[config.mk]
export PLATFORM = sky130hd
export DESIGN_NAME = csel_adder_pipe
export DESIGN_NICKNAME = d
export VERILOG_FILES = /design/src/rtl/csel_pkg.sv /design/src/rtl/Full_Adder.sv /design/src/rtl/csel_block.sv /design/src/rtl/csel_adder_pipe.sv
export SDC_FILE = /design/constraint.sdc
export NUM_CORES = 1
export LEC_CHECK = 0
export CAP_MARGIN = 30
export CORE_MARGIN = 8
export CORE_UTILIZATION = 50
export DETAILED_ROUTE_END_ITERATION = 8
export DONT_BUFFER_PORTS = 1
export GPL_ROUTABILITY_DRIVEN = 0
export PLACE_DENSITY = 0.68
export REMOVE_ABC_BUFFERS = 1
export SYNTH_ARGS = -nofsm -noshare
export SYNTH_HDL_FRONTEND = slang
export SYNTH_HIERARCHICAL = 1
export SYNTH_SLANG_ARGS = --single-unit
export TNS_END_PERCENT = 5
[constraint.sdc]
create_clock -name clk -period 2.6 [get_ports clk]
set_input_delay 0.78 -clock clk [delete_from_list [all_inputs] [get_ports clk]]
set_output_delay 0.78 -clock clk [all_outputs]
set_load 0.02 [all_outputs]
[src/rtl/csel_pkg.sv]
// Shared definitions for the pipelined carry-select adder.
// Holds the op encodings and the block-count helper.
package csel_pkg;

    localparam logic [1:0] OP_ADD = 2'b00;
    localparam logic [1:0] OP_SUB = 2'b01;
    localparam logic [1:0] OP_ADC = 2'b10;

    function automatic int calc_nblk(input int width, input int blk);
        return width / blk;
    endfunction

endpackage

[src/rtl/Full_Adder.sv]
// One-bit full adder.
// Ports: a, b, cin in; sum, cout out.
module Full_Adder (
    input  logic a,
    input  logic b,
    input  logic cin,
    output logic sum,
    output logic cout
);

    assign sum  = a ^ b ^ cin;
    assign cout = (a & b) | (cin & (a ^ b));

endmodule

[src/rtl/csel_block.sv]
// One carry-select block: two BLK-bit ripples, carry-in 0 and 1.
// Ports: a_blk, b_blk in; s0/s1 sums, c0/c1 carries, t0/t1 top-bit carry-ins out.
module csel_block #(
    parameter int BLK = 2
) (
    input  logic [BLK-1:0] a_blk,
    input  logic [BLK-1:0] b_blk,
    output logic [BLK-1:0] s0,
    output logic [BLK-1:0] s1,
    output logic           c0,
    output logic           c1,
    output logic           t0,
    output logic           t1
);

    logic [BLK:0] w_k0;
    logic [BLK:0] w_k1;

    assign w_k0[0] = 1'b0;
    assign w_k1[0] = 1'b1;

    for (genvar i = 0; i < BLK; i++) begin : g_bit
        Full_Adder u_fa0 (
            .a    (a_blk[i]),
            .b    (b_blk[i]),
            .cin  (w_k0[i]),
            .sum  (s0[i]),
            .cout (w_k0[i+1])
        );
        Full_Adder u_fa1 (
            .a    (a_blk[i]),
            .b    (b_blk[i]),
            .cin  (w_k1[i]),
            .sum  (s1[i]),
            .cout (w_k1[i+1])
        );
    end

    assign c0 = w_k0[BLK];
    assign c1 = w_k1[BLK];
    assign t0 = w_k0[BLK-1];
    assign t1 = w_k1[BLK-1];

endmodule

[src/rtl/csel_adder_pipe.sv]
// Two-stage carry-select add/sub/adc with valid/ready on both sides.
// Ports: in_valid/in_ready, op, cin, a, b in; out_valid/out_ready, sum, cout, ovf out.
module csel_adder_pipe
    import csel_pkg::*;
#(
    parameter int WIDTH = 16,
    parameter int BLK   = 2
) (
    input  logic             clk,
    input  logic             rst_n,
    input  logic             in_valid,
    output logic             in_ready,
    input  logic [1:0]       op,
    input  logic             cin,
    input  logic [WIDTH-1:0] a,
    input  logic [WIDTH-1:0] b,
    output logic             out_valid,
    input  logic             out_ready,
    output logic [WIDTH-1:0] sum,
    output logic             cout,
    output logic             ovf
);

    localparam int NBLK = calc_nblk(WIDTH, BLK);

    if (WIDTH % BLK != 0) begin : g_bad_width
        $error("csel_adder_pipe: WIDTH must be a multiple of BLK");
    end

    // operand conditioning
    logic [WIDTH-1:0] w_bc;
    logic             w_c0;

    always_comb begin
        w_bc = b;
        w_c0 = 1'b0;
        unique case (op)
            OP_SUB: begin
                w_bc = ~b;
                w_c0 = 1'b1;
            end
            OP_ADC:  w_c0 = cin;
            default: ;
        endcase
    end

    // block candidates
    logic [NBLK-1:0][BLK-1:0] w_s0;
    logic [NBLK-1:0][BLK-1:0] w_s1;
    logic [NBLK-1:0]          w_k0;
    logic [NBLK-1:0]          w_k1;
    logic [NBLK-1:0]          w_t0;
    logic [NBLK-1:0]          w_t1;

    for (genvar k = 0; k < NBLK; k++) begin : g_blk
        csel_block #(.BLK(BLK)) u_blk (
            .a_blk (a[k*BLK +: BLK]),
            .b_blk (w_bc[k*BLK +: BLK]),
            .s0    (w_s0[k]),
            .s1    (w_s1[k]),
            .c0    (w_k0[k]),
            .c1    (w_k1[k]),
            .t0    (w_t0[k]),
            .t1    (w_t1[k])
        );
    end

    // handshake
    logic r_s1_valid;
    logic r_s2_valid;
    logic w_s2_free;
    logic w_s1_move;
    logic w_accept;

    assign w_s2_free = !r_s2_valid || out_ready;
    assign w_s1_move = r_s1_valid && w_s2_free;
    assign in_ready  = !r_s1_valid || w_s1_move;
    assign w_accept  = in_valid && in_ready;

    // S1 registers
    logic [NBLK-1:0][BLK-1:0] r_s1_sum0;
    logic [NBLK-1:0][BLK-1:0] r_s1_sum1;
    logic [NBLK-1:0]          r_s1_c0;
    logic [NBLK-1:0]          r_s1_c1;
    logic [NBLK-1:0]          r_s1_t0;
    logic [NBLK-1:0]          r_s1_t1;
    logic                     r_s1_cin;

    always_ff @(posedge clk or negedge rst_n) begin
        if (!rst_n) begin
            r_s1_valid <= 1'b0;
            r_s1_sum0  <= '0;
            r_s1_sum1  <= '0;
            r_s1_c0    <= '0;
            r_s1_c1    <= '0;
            r_s1_t0    <= '0;
            r_s1_t1    <= '0;
            r_s1_cin   <= 1'b0;
        end else begin
            if (w_accept) begin
                r_s1_valid <= 1'b1;
            end else if (w_s1_move) begin
                r_s1_valid <= 1'b0;
            end
            if (w_accept) begin
                r_s1_sum0 <= w_s0;
                r_s1_sum1 <= w_s1;
                r_s1_c0   <= w_k0;
                r_s1_c1   <= w_k1;
                r_s1_t0   <= w_t0;
                r_s1_t1   <= w_t1;
                r_s1_cin  <= w_c0;
            end
        end
    end

    // select chain; w_ctop[k] is the chosen carry into block k's top bit,
    // only the last one matters (it feeds ovf)
    logic [NBLK:0]      w_csel;
    logic [NBLK-1:0]    w_ctop;
    logic [WIDTH-1:0]   w_sum;

    always_comb begin
        w_csel    = '0;
        w_ctop    = '0;
        w_sum     = '0;
        w_csel[0] = r_s1_cin;
        for (int k = 0; k < NBLK; k++) begin
            w_sum[k*BLK +: BLK] = w_csel[k] ? r_s1_sum1[k] : r_s1_sum0[k];
            w_ctop[k]           = w_csel[k] ? r_s1_t1[k] : r_s1_t0[k];
            w_csel[k+1]         = w_csel[k] ? r_s1_c1[k] : r_s1_c0[k];
        end
    end

    logic w_unused_ctop;
    assign w_unused_ctop = ^w_ctop;

    // S2 registers
    logic [WIDTH-1:0] r_sum;
    logic             r_cout;
    logic             r_ovf;

    always_ff @(posedge clk or negedge rst_n) begin
        if (!rst_n) begin
            r_s2_valid <= 1'b0;
            r_sum      <= '0;
            r_cout     <= 1'b0;
            r_ovf      <= 1'b0;
        end else begin
            if (w_s1_move) begin
                r_s2_valid <= 1'b1;
            end else if (out_ready) begin
                r_s2_valid <= 1'b0;
            end
            if (w_s1_move) begin
                r_sum  <= w_sum;
                r_cout <= w_csel[NBLK];
                r_ovf  <= w_ctop[NBLK-1] ^ w_csel[NBLK];
            end
        end
    end

    assign out_valid = r_s2_valid;
    assign sum       = r_sum;
    assign cout      = r_cout;
    assign ovf       = r_ovf;

endmodule

Yosys cells after proc, flatten, opt, wreduce, memory -nomap -nowiden
Index checks and enable logic that the tools add are counted.
Widths: inputs -> output; s select.
{"block": "word_totals", "ff_bits": 85, "in_bits": 39, "out_inout_bits": 20}
{"block": "classes", "n_eq_ne": 2, "n_mux": 23, "bitwise": 98, "reduce_logical": 8}
{"operator": "$xor 1x1->1", "count": 33}
{"operator": "$and 1x1->1", "count": 32}
{"operator": "$or 1x1->1", "count": 24}
{"operator": "$mux 16", "count": 1}
{"operator": "$mux 2", "count": 8}
{"operator": "$not 16->16", "count": 1}
{"operator": "$mux 1", "count": 13}
{"operator": "$not 1->1", "count": 8}
{"operator": "$reduce_bool 2->1", "count": 2}
{"operator": "$eq 2x1->1 const B", "count": 1}
{"operator": "$eq 2x2->1 const B", "count": 1}
{"operator": "$logic_and 1x1->1", "count": 2}
{"operator": "$logic_not 1->1", "count": 2}
{"operator": "$logic_or 1x1->1", "count": 2}
{"operator": "$pmux 1 s2", "count": 1}

Longest topological paths before layout
Gate-level depths: netlist of run 1.
{"block": "depth", "depth_word": 9, "depth_mapped": 8}

Cells and area by module
Netlist of run 1, hierarchy kept.
{"mod": "csel_adder_pipe", "instances": 1, "cells_each": 261, "area_each_um2": 3303.2, "seq_area_each_um2": 1776.7}
{"mod": "Full_Adder", "instances": 32, "cells_each": 1, "area_each_um2": 20.0, "seq_area_each_um2": 0.0}
{"mod": "csel_block", "instances": 8, "cells_each": 2, "area_each_um2": 7.5, "seq_area_each_um2": 0.0}

Worst setup path after synthesis of run 1
OpenSTA, ideal clock, no wires.
{"block": "synth_path", "path_kind": "in2reg", "start": "input op[1]", "end": "register r_s1_sum0[15] in the netlist's numbering", "setup_time_ns": 0.125, "arrival_ns": 3.048, "t_required_ns": 2.475, "slack_ns": -0.573, "path_stages": 8, "path_buffers": 2, "path_cell_list": "inv_1 > ha_1 > clkbuf_1 > clkbuf_1 > xor2_1 > fa_1 > fa_1 > mux2_2"}
{"element": "start: declaration", "line_no": "csel_adder_pipe.sv:13", "text": "input logic [1:0] op,"}
{"element": "end signal: assignment", "line_no": "csel_adder_pipe.sv:106", "text": "r_s1_sum0 <= w_s0;"}
{"element": "end: declaration", "line_no": "csel_adder_pipe.sv:81", "text": "logic [NBLK-1:0][BLK-1:0] r_s1_sum0;"}

==> flow_summary_export.csv, run 1 <==
group,metric,value,unit
worst_setup_path,cp-end-kind,"register",
synthesis,ys.flop_type,"dfrtp_1",
final_layout,drive_gt1_frac,0.270,
timing,period_needed,2.36,ns
timing,finalHoldViolCount,0,
synthesis,seq_area_frac_synth,0.444,
drt,via_per_inst,5.20,
synthesis,synth_top_family_by_area,"multiplexers",
die,core,7730,µm²
run_status,outcome,"complete, no violations",
clock_network,clk_latency,0.34,ns
synthesis,synthSimpleGateAreaFrac,0.0722,
power,powerDensity,884,nW/µm²
worst_setup_path,reg2reg_depth,7,
timing,tightest_slew,0.518,ns
worst_setup_path,cp_max_fo,14,
placement,io_buffers,0,
final_layout,mostFrequentLayoutCells,"71 x dfrtp_1, 51 x mux2_2, 32 x fa_1, 22 x nand2_1, 18 x xor2_1",
placement,dp_cells,408,
power,irDropWorstVdd,358,µV
clock_network,holdBufCountCts,0,
worst_setup_path,cp.required,2.82,ns
timing,slew-limit-headroom,0.654,
final_layout,fin_util,0.570,
global_routing,grt_pass1_vias,2459,
final_layout,antenna_cells,0,
power,power.share.clock,0.256,
die,die-area,11100,µm²
timing,rsz0062_at_grt,"false",
clock_network,clock-sinks,71,
worst_setup_path,cp_num_cells,7,
worst_setup_path,worst_path_max_delay_cell,"fa_1",
clock_network,clk_pin_slew,0.08,ns
synthesis,yosys_warnings,6,
synthesis,async_flop_share,1.00,
power,p_sw,0.00129,W
worst_setup_path,critical_path.startpoint_type,"input port",
die,io-pin-count,59,
power,seqPwrFrac,0.480,
drt,drt-initial-drc-count,41,
worst_setup_path,cpMostUsedCell,"fa_1",
drt,drt-pass1-iter-count,4,
global_routing,track_usage,0.142,
die,start_util,0.518,
final_layout,stdcell_count,424,
clock_network,cts.repair.resized,0,
power,switching_share,0.332,
clock_network,cts_root_buf,"clkbuf_8",
synthesis,syn_avg_cell_area,13.0,µm²
synthesis,synth.distinct_cells,36,
synthesis,synth_edf_count,0,
timing,max_freq,424,MHz
global_routing,overflow,0,
synthesis,synth_xor_area_frac,0.0394,
timing,fin_crit_sh,0.907,
clock_network,htree_levels,3,
worst_setup_path,critPathKind,"input port to register",
die,row_count,32,
worst_setup_path,cp_top_family,"adder cells",
die,die_h,105,µm
worst_setup_path,r2r_slack,0.31,ns
timing,setup_tns,0,ns
placement,dpl.hpwl,5480,µm
final_layout,layout_commonest_cell,"dfrtp_1",
timing,fin_skew,0.0138,ns
drt,vias,2203,
power,leakage,1.90,nW
die,die_w,105,µm
timing,report.final.slew_viol_count,0,
synthesis,syn_area,4000,µm²
final_layout,nets,390,
power,combPwrFrac,0.264,
synthesis,ys_seq_elements,71,
clock_network,post_cts_buffers,0,
drt,drc,0,
synthesis,synth_fa_ha_area_frac,0.166,
clock_network,numCtsBuffers,9,
min_path,worst_hold_path_type,"input port to async pin",
drt,wirelength,7340,µm
drt,ant_nets,0,
global_routing,antenna_found_initial,0,
synthesis,syn_inst,309,
worst_setup_path,critPathBufInv,2,
run,cap_violations,0,
final_layout,area_growth,10.1,%
power,internal_power,0.00260,W
timing,finalSetupViolCount,0,
clock_network,cts_tree,"built",
clock_network,cts.path.max_buffers,2,
global_routing,grt_pass1_wl,12600,µm
worst_setup_path,cp.arrival,2.58,ns
worst_setup_path,slowest_delay,0.45,ns
global_routing,grt_max_degree,72,
synthesis,synth-compound-area-share,0.0503,
drt,wire_per_inst,17.3,µm
synthesis,yosys-mux-area-fraction,0.199,
worst_setup_path,path_cells,"inv_1 -> ha_1 -> buf_12 -> xor2_1 -> fa_1 -> fa_1 -> mux2_2",
==> flip-flops by register name, summed over array words and instances, names as in the netlist <==
| register | count |
|---|---|
| cout | 1 |
| out_valid | 1 |
| ovf | 1 |
| r_s1_c0 | 8 |
| r_s1_c1 | 8 |
| r_s1_cin | 1 |
| r_s1_sum0 | 16 |
| r_s1_sum1 | 16 |
| r_s1_t0 | 1 |
| r_s1_t1 | 1 |
| r_s1_valid | 1 |
| sum | 16 |
==> worst reg2reg max path, cell delays in order, from the launching register on <==
cell and delay [ns]:
dfrtp_1 0.52, mux2i_4 0.37, a21oi_2 0.08, or2_4 0.28, nor2_4 0.25, mux2i_1 0.37, mux2i_1 0.23, o21ai_1 0.07
==> synth_stat cells (all sizes together) (2+ instances only) <==
| master | instances | area share |
|---|---|---|
| nand3 | 5 | 0.0062 |
| nand2 | 23 | 0.022 |
| xor2 | 18 | 0.039 |
| nand2b | 4 | 0.0062 |
| nand3b | 5 | 0.0094 |
| buf | 5 | 0.0066 |
| or3b | 2 | 0.0044 |
| clkbuf | 6 | 0.0056 |
| o31ai | 2 | 0.0050 |
| dfrtp | 71 | 0.44 |
| inv | 2 | 0.0019 |
| a21oi | 6 | 0.011 |
| mux2i | 18 | 0.048 |
| mux2 | 53 | 0.15 |
| ha | 2 | 0.0062 |
| or2 | 3 | 0.0059 |
| a31oi | 5 | 0.0078 |
| fa | 32 | 0.16 |
| conb | 16 | 0.015 |
| o21ai | 15 | 0.019 |
| nor2 | 9 | 0.010 |
==> cells by family (layout without fill, tap and decap cells) <==
logic type / count (synthesis) / after routing
multiplexers: 71 / 71
flip-flops: 71 / 71
AND/OR/NAND/NOR: 55 / 55
buffers and inverters: 13 / 26
AO/OA/AOI/OAI: 31 / 31
XOR/XNOR: 18 / 18
other: 16 / 16
adder cells (fa/ha/maj): 34 / 34
==> cell type report <==
class	count	area [µm²]
Clock buffer	13	159
Clock inverter	3	65.1
Fill cell	662	3320
Inverter	2	7.51
Multi-Input combinational cell	225	2170
Sequential cell	71	1780
Tap cell	102	128
Timing Repair Buffer	8	97.6
==> path summary, 6_finish.rpt <==
kind	from	endpoint
min in group clk	r_s1_sum1[10]	r_s1_sum1[10]
max	op[1]	r_s1_sum0[15]
min	rst_n	sum[4]
max reg2reg	r_s1_cin	sum[10]
max in group asynchronous	rst_n	sum[2]
min reg2reg	r_s1_sum1[10]	r_s1_sum1[10]
==> power by group through the flow <==
stage | Combinational (W) | Sequential, W | Clock (W)
4_1_cts | 0.00105 | 0.00188 | 0.00101
3_5_place_dp | 0.00104 | 0.00190 | 0
3_3_place_gp | 0.00100 | 0.00189 | 0
5_1_grt | 0.00116 | 0.00193 | 0.00105
2_1_floorplan | 0.000848 | 0.00181 | 0
6_report | 0.00103 | 0.00187 | 0.000996
==> metal layers <==
metal	part of all wire	vias to the layer above	track usage	routed length, µm
li1	-	1039	-	-
met2	0.50	43	0.232	3660
met4	0.020	0	0.0642	146
met5	0	-	0	0
met3	0.063	12	0.0445	462
met1	0.42	1109	0.170	3070
==> per-stage QoR <==
| step | hold slack, ns | cell area [µm²] | power (W) | setup slack (ns) |
|---|---|---|---|---|
| finish | 0.123 | 4410 | 0.00389 | 0.241 |
| floorplan | 0.471 | 3960 | 0.00266 | -0.325 |
| detailed placement | 0.487 | 4180 | 0.00295 | -0.119 |
| global placement | 0.487 | 4180 | 0.00289 | -0.0771 |
| CTS | 0.109 | 4410 | 0.00394 | 0.240 |
| global route | 0.103 | 4410 | 0.00415 | 0.165 |
Note: power is estimated with default switching activity, not from simulation.
==> run 2: changes to the inputs <==
==> constraint.sdc (replaced) <==
create_clock -name clk -period 2.4 [get_ports clk]
set_input_delay 0 -clock clk [delete_from_list [all_inputs] [get_ports clk]]
set_output_delay 0 -clock clk [all_outputs]
set_load 0.02 [all_outputs]
==> flow_summary_export.csv, run 2 (synthesis gave the netlist of run 1 again) <==
group,metric,value,unit
worst_setup_path,cp-end-kind,"register",
timing,max_freq,457,MHz
final_layout,nets,409,
global_routing,antenna_found_initial,0,
clock_network,cts_root_buf,"clkbuf_8",
timing,finalHoldViolCount,0,
drt,via_per_inst,5.11,
min_path,worst_hold_path_type,"input port to register",
worst_setup_path,critical_path.startpoint_type,"register",
clock_network,clk_pin_slew,0.07,ns
placement,placed_cell_area,4140,µm²
drt,drt-initial-drc-count,94,
drt,ant_nets,0,
drt,drc,0,
final_layout,n_fill_cell,636,
drt,vias,2265,
run_status,outcome,"complete, no violations",
worst_setup_path,cp.required,2.61,ns
placement,io_buffers,0,
die,start_util,0.518,
clock_network,cts_tree,"built",
power,leakage,1.99,nW
worst_setup_path,reg2reg_depth,7,
clock_network,htree_levels,3,
timing,finalSetupViolCount,0,
final_layout,multi_input_area,2180,µm²
placement,dp_cells,404,
final_layout,layout_commonest_cell,"dfrtp_1",
final_layout,drive_gt1_frac,0.255,
timing,period_needed,2.19,ns
drt,wl_met3,360,µm
timing,rsz0062_at_grt,"false",
power,powerDensity,945,nW/µm²
global_routing,track_usage,0.140,
global_routing,grt_pass1_vias,2622,
clock_network,clk_latency,0.33,ns
final_layout,mostFrequentLayoutCells,"71 x dfrtp_1, 51 x mux2_2, 32 x fa_1, 22 x nand2_1, 22 x dlygate4sd3_1",
final_layout,seq_area,1780,µm²
die,io-pin-count,59,
worst_setup_path,cp.arrival,2.40,ns
worst_setup_path,cp_max_fo,6,
final_layout,antenna_cells,0,
drt,top_layer,"met4",
die,die_h,105,µm
final_layout,area_growth,16.1,%
drt,wirelength,7260,µm
global_routing,grt_max_degree,72,
timing,fin_crit_sh,0.912,
clock_network,numCtsBuffers,9,
min_path,worstHoldPathCells,2,
timing,fin_skew,0.00731,ns
clock_network,cts.path.max_buffers,2,
drt,drt-pass1-iter-count,4,
drt,wl_met2,3700,µm
global_routing,overflow,0,
drt,drt-met1-wl,3120,µm
final_layout,final_area,4650,µm²
final_layout,stdcell_count,443,
placement,dpl.hpwl,5220,µm
die,die-area,11100,µm²
timing,report.final.slew_viol_count,0,
timing,setup_tns,0,ns
clock_network,clock-sinks,71,
power,irDropWorstVdd,602,µV
die,row_count,32,
run,cap_violations,0,
global_routing,grt_pass1_wl,12600,µm
die,core,7730,µm²
drt,wire_per_inst,16.4,µm
die,die_w,105,µm
worst_setup_path,critPathKind,"register to register",
[run 2: cell count changes in the layout (fill, tap and decap cells not counted), sizes merged]
cell | previous run | this run
dlygate4sd3 | 0 | 22
buf | 8 | 5
clkbuf | 13 | 11
bufinv | 2 | 3
clkinv | 1 | 2
[run 2: final cells by class]
class	instances	area share
multi-input cells	225	0.468
flip-flops and latches	71	0.382
repair buffers	27	0.0652
clock buffers	11	0.0326
well taps	102	0.0275
clock inverters	5	0.0223
inverters	2	0.00162
[run 2: path summary, 6_finish.rpt]
path / start / to / slack (ns)
max: r_s1_cin / sum[11] / 0.21
min: out_ready / r_s1_valid / 0.08
max reg2reg: r_s1_cin / sum[11] / 0.21
min reg2reg: r_s1_sum0[9] / r_s1_sum0[9] / 0.51
max in group asynchronous: rst_n / sum[14] / 1.91
min in group asynchronous: rst_n / r_s1_sum0[6] / 0.23
[run 2: worst max-delay path: stages, from the launching register on]
cell	delay [ns]
dfrtp_1	0.52
mux2i_4	0.33
a21oi_1	0.08
or2_4	0.28
nor2_4	0.23
mux2i_1	0.34
mux2i_1	0.22
o21ai_1	0.07
[run 2: repair_timing]
| action | 4_1_cts | 5_1_grt |
|---|---|---|
| endpoints found under the setup margin | 0 | 1 |
| hold endpoints to repair | 118 | 0 |
| hold buffers | 23 | 0 |
| setup buffers | 0 | 0 |
| gates resized for setup | 0 | 1 |
[run 2: through the flow]
step / total power, W / util / hold WS [ns] / setup slack [ns]
2_1_floorplan: 0.00288 / - / -0.296 / -0.0552
3_5_place_dp: 0.00318 / 0.536 / -0.293 / 0.218
5_1_grt: 0.00470 / 0.601 / 0.108 / 0.0630
4_1_cts: 0.00445 / 0.601 / 0.0742 / 0.186
3_3_place_gp: 0.00312 / 0.536 / -0.293 / 0.249
6_report: 0.00439 / 0.601 / 0.0787 / 0.211
[run 2: power by group]
part / total, W / internal, W / switching, W
Combinational: 0.00118 / 0.000624 / 0.000554
Clock: 0.00118 / 0.000748 / 0.000434
Sequential: 0.00203 / 0.00158 / 0.000456
[run 2: layer usage]
metal,track usage,vias up
li1,-,1079
met1,0.166,1139
met4,0.0459,0
met2,0.239,40
met3,0.0378,7
met5,0,-
==> run 3: changes to the inputs <==
ABC_AREA = 1   (was unset)
==> flow_summary_export.csv, run 3 <==
group,metric,value,unit
die,row_count,33,
synthesis,ys.flop_type,"dfrtp_1",
worst_setup_path,cp_max_fo,73,
global_routing,grt_pass1_wl,13500,µm
run_status,outcome,"complete, no violations",
die,io-pin-count,59,
clock_network,cts.repair.resized,0,
worst_setup_path,cp.arrival,2.43,ns
drt,ant_nets,0,
drt,wire_per_inst,15.7,µm
final_layout,area_growth,13.2,%
placement,placed_cell_area,4220,µm²
drt,wirelength,7940,µm
final_layout,stdcell_count,506,
clock_network,cts_tree,"built",
synthesis,ys_seq_elements,71,
die,die-area,11300,µm²
min_path,worst_hold_path_type,"input port to register",
synthesis,yosys_warnings,6,
worst_setup_path,critPathKind,"register to register",
global_routing,busiest_layer,"met2",
worst_setup_path,cp.required,2.67,ns
synthesis,synth_top_cell_by_area,"dfrtp_1",
placement,io_buffers,0,
timing,tightest_slew,0.546,ns
power,switching_share,0.383,
power,internal_power,0.00256,W
synthesis,synthTopCellsByCount,"71 x dfrtp_1, 36 x nand2_1, 32 x fa_1",
final_layout,antenna_cells,0,
worst_setup_path,worst_path_max_delay_cell,"dlygate4sd3_1",
synthesis,syn_inst,372,
run,cap_violations,0,
power,p_sw,0.00159,W
global_routing,track_usage,0.151,
timing,period_needed,2.15,ns
synthesis,synth_edf_count,0,
synthesis,synth_area_leaders,"dfrtp_1 43%, fa_1 16%, mux2_2 8.3%, a21oi_1 3.6%, xor2_1 3.4%",
clock_network,htree_levels,3,
global_routing,grt_pass1_vias,2811,
timing,finalSetupViolCount,0,
die,start_util,0.508,
drt,vias,2589,
worst_setup_path,cp_top_family,"buffers and inverters",
synthesis,syn_avg_cell_area,11.0,µm²
timing,rsz0062_at_grt,"false",
synthesis,async_flop_share,1.00,
drt,drt-pass1-iter-count,4,
die,die_h,106,µm
drt,drt-initial-drc-count,105,
synthesis,synth.distinct_cells,23,
final_layout,mostFrequentLayoutCells,"71 x dfrtp_1, 35 x nand2_1, 32 x fa_1, 30 x nor2_1, 30 x mux2_2",
power,power.share.clock,0.200,
synthesis,syn_area,4090,µm²
power,seqPwrFrac,0.493,
synthesis,seq_area_frac_synth,0.435,
clock_network,cts.path.max_buffers,2,
global_routing,grtUsageMet2,0.245,
drt,via_per_inst,5.12,
power,powerDensity,895,nW/µm²
global_routing,antenna_found_initial,0,
timing,setup_tns,0,ns
final_layout,seq_area,1780,µm²
timing,slew-limit-headroom,0.636,
global_routing,overflow,0,
global_routing,use_met1,0.187,
power,irDropWorstVdd,348,µV
die,core,8050,µm²
worst_setup_path,critical_path.startpoint_type,"register",
drt,drc,0,
die,die_w,106,µm
final_layout,layout_commonest_cell,"dfrtp_1",
clock_network,clk_pin_slew,0.07,ns
clock_network,numCtsBuffers,9,
power,leakage,2.12,nW
timing,fin_skew,0.00808,ns
final_layout,multi_input_area,2160,µm²
final_layout,final_area,4630,µm²
worst_setup_path,path_cells,"nand3_1 -> nand2_2 -> buf_12 -> nand2_1 -> o31ai_1 -> dlygate4sd3_1",
worst_setup_path,slowest_delay,0.60,ns
placement,dpl.hpwl,5930,µm
timing,report.final.slew_viol_count,0,
clock_network,cts_root_buf,"clkbuf_8",
global_routing,grt_util_met3,0.0357,
clock_network,clock-sinks,71,
timing,fin_crit_sh,0.897,
synthesis,synth_most_common_cell,"dfrtp_1",
final_layout,n_fill_cell,709,
worst_setup_path,critPathBufInv,2,
final_layout,nets,471,
synthesis,synth_top_area_share,0.435,
final_layout,fin_util,0.575,
global_routing,grt_max_degree,74,
power,combPwrFrac,0.306,
worst_setup_path,cp-end-kind,"register",
timing,max_freq,464,MHz
timing,finalHoldViolCount,0,
placement,dp_cells,469,
clock_network,clk_latency,0.34,ns
final_layout,drive_gt1_frac,0.185,
-- run 3: area by class of cell --
type | count | share of cell area
well taps | 105 | 0.0284
multi-input cells | 261 | 0.467
inverters | 28 | 0.0227
clock buffers | 13 | 0.0343
repair buffers | 27 | 0.0627
flip-flops and latches | 71 | 0.384
clock inverters | 1 | 0.00108
-- run 3: cell families (layout without fill, tap and decap cells) --
| family | Yosys count | after routing | share of synthesized area |
|---|---|---|---|
| AO/OA/AOI/OAI | 51 | 51 | 0.0667 |
| XOR/XNOR | 16 | 16 | 0.0343 |
| adder cells (fa/ha/maj) | 34 | 34 | 0.163 |
| buffers and inverters | 40 | 69 | 0.0374 |
| flip-flops | 71 | 71 | 0.435 |
| multiplexers | 30 | 30 | 0.0827 |
| other | 16 | 16 | 0.0147 |
| AND/OR/NAND/NOR | 114 | 114 | 0.167 |
-- run 3: worst paths after layout --
path / startpoint / depth (start not counted) / endpoint / slack (ns)
setup / recovery: out_valid / 6 / r_s1_cin / 0.25
max in group asynchronous: rst_n / 2 / r_s1_c0[4] / 1.88
hold / removal: a[10] / 2 / r_s1_sum0[10] / 0.03
min in group asynchronous: rst_n / 2 / r_s1_cin / 0.20
hold reg to reg: r_s1_sum1[7] / 1 / r_s1_sum1[7] / 0.51
setup reg to reg: out_valid / 6 / r_s1_cin / 0.25
-- run 3: layer usage --
| metal | routed length, µm | vias to the layer above |
|---|---|---|
| li1 | - | 1244 |
| met1 | 3510 | 1285 |
| met2 | 3930 | 50 |
| met3 | 365 | 10 |
| met4 | 142 | 0 |
| met5 | 0 | - |
-- run 3: stage by stage --
step | setup WS, ns | total power, W | hold slack, ns
6_report | 0.246 | 0.00414 | 0.0277
5_1_grt | 0.121 | 0.00445 | 0.0137
4_1_cts | 0.258 | 0.00419 | 0.00897
3_5_place_dp | 0.478 | 0.00328 | -0.292
3_3_place_gp | 0.521 | 0.00323 | -0.292
2_1_floorplan | -0.268 | 0.00296 | -0.296
-- run 3: what timing repair did --
| action | in CTS | in global routing |
|---|---|---|
| buffers inserted | 0 | 0 |
| hold endpoints to repair | 115 | 0 |
| hold buffers | 23 | 0 |
-- run 3: power by group through the flow --
stage          sequential [W]  combinational [W]  clock [W]
2_1_floorplan         0.00197           0.000986          0
3_3_place_gp          0.00207            0.00116          0
3_5_place_dp          0.00208            0.00121          0
4_1_cts               0.00206            0.00129   0.000852
5_1_grt               0.00210            0.00145   0.000901
6_report              0.00204            0.00127   0.000830
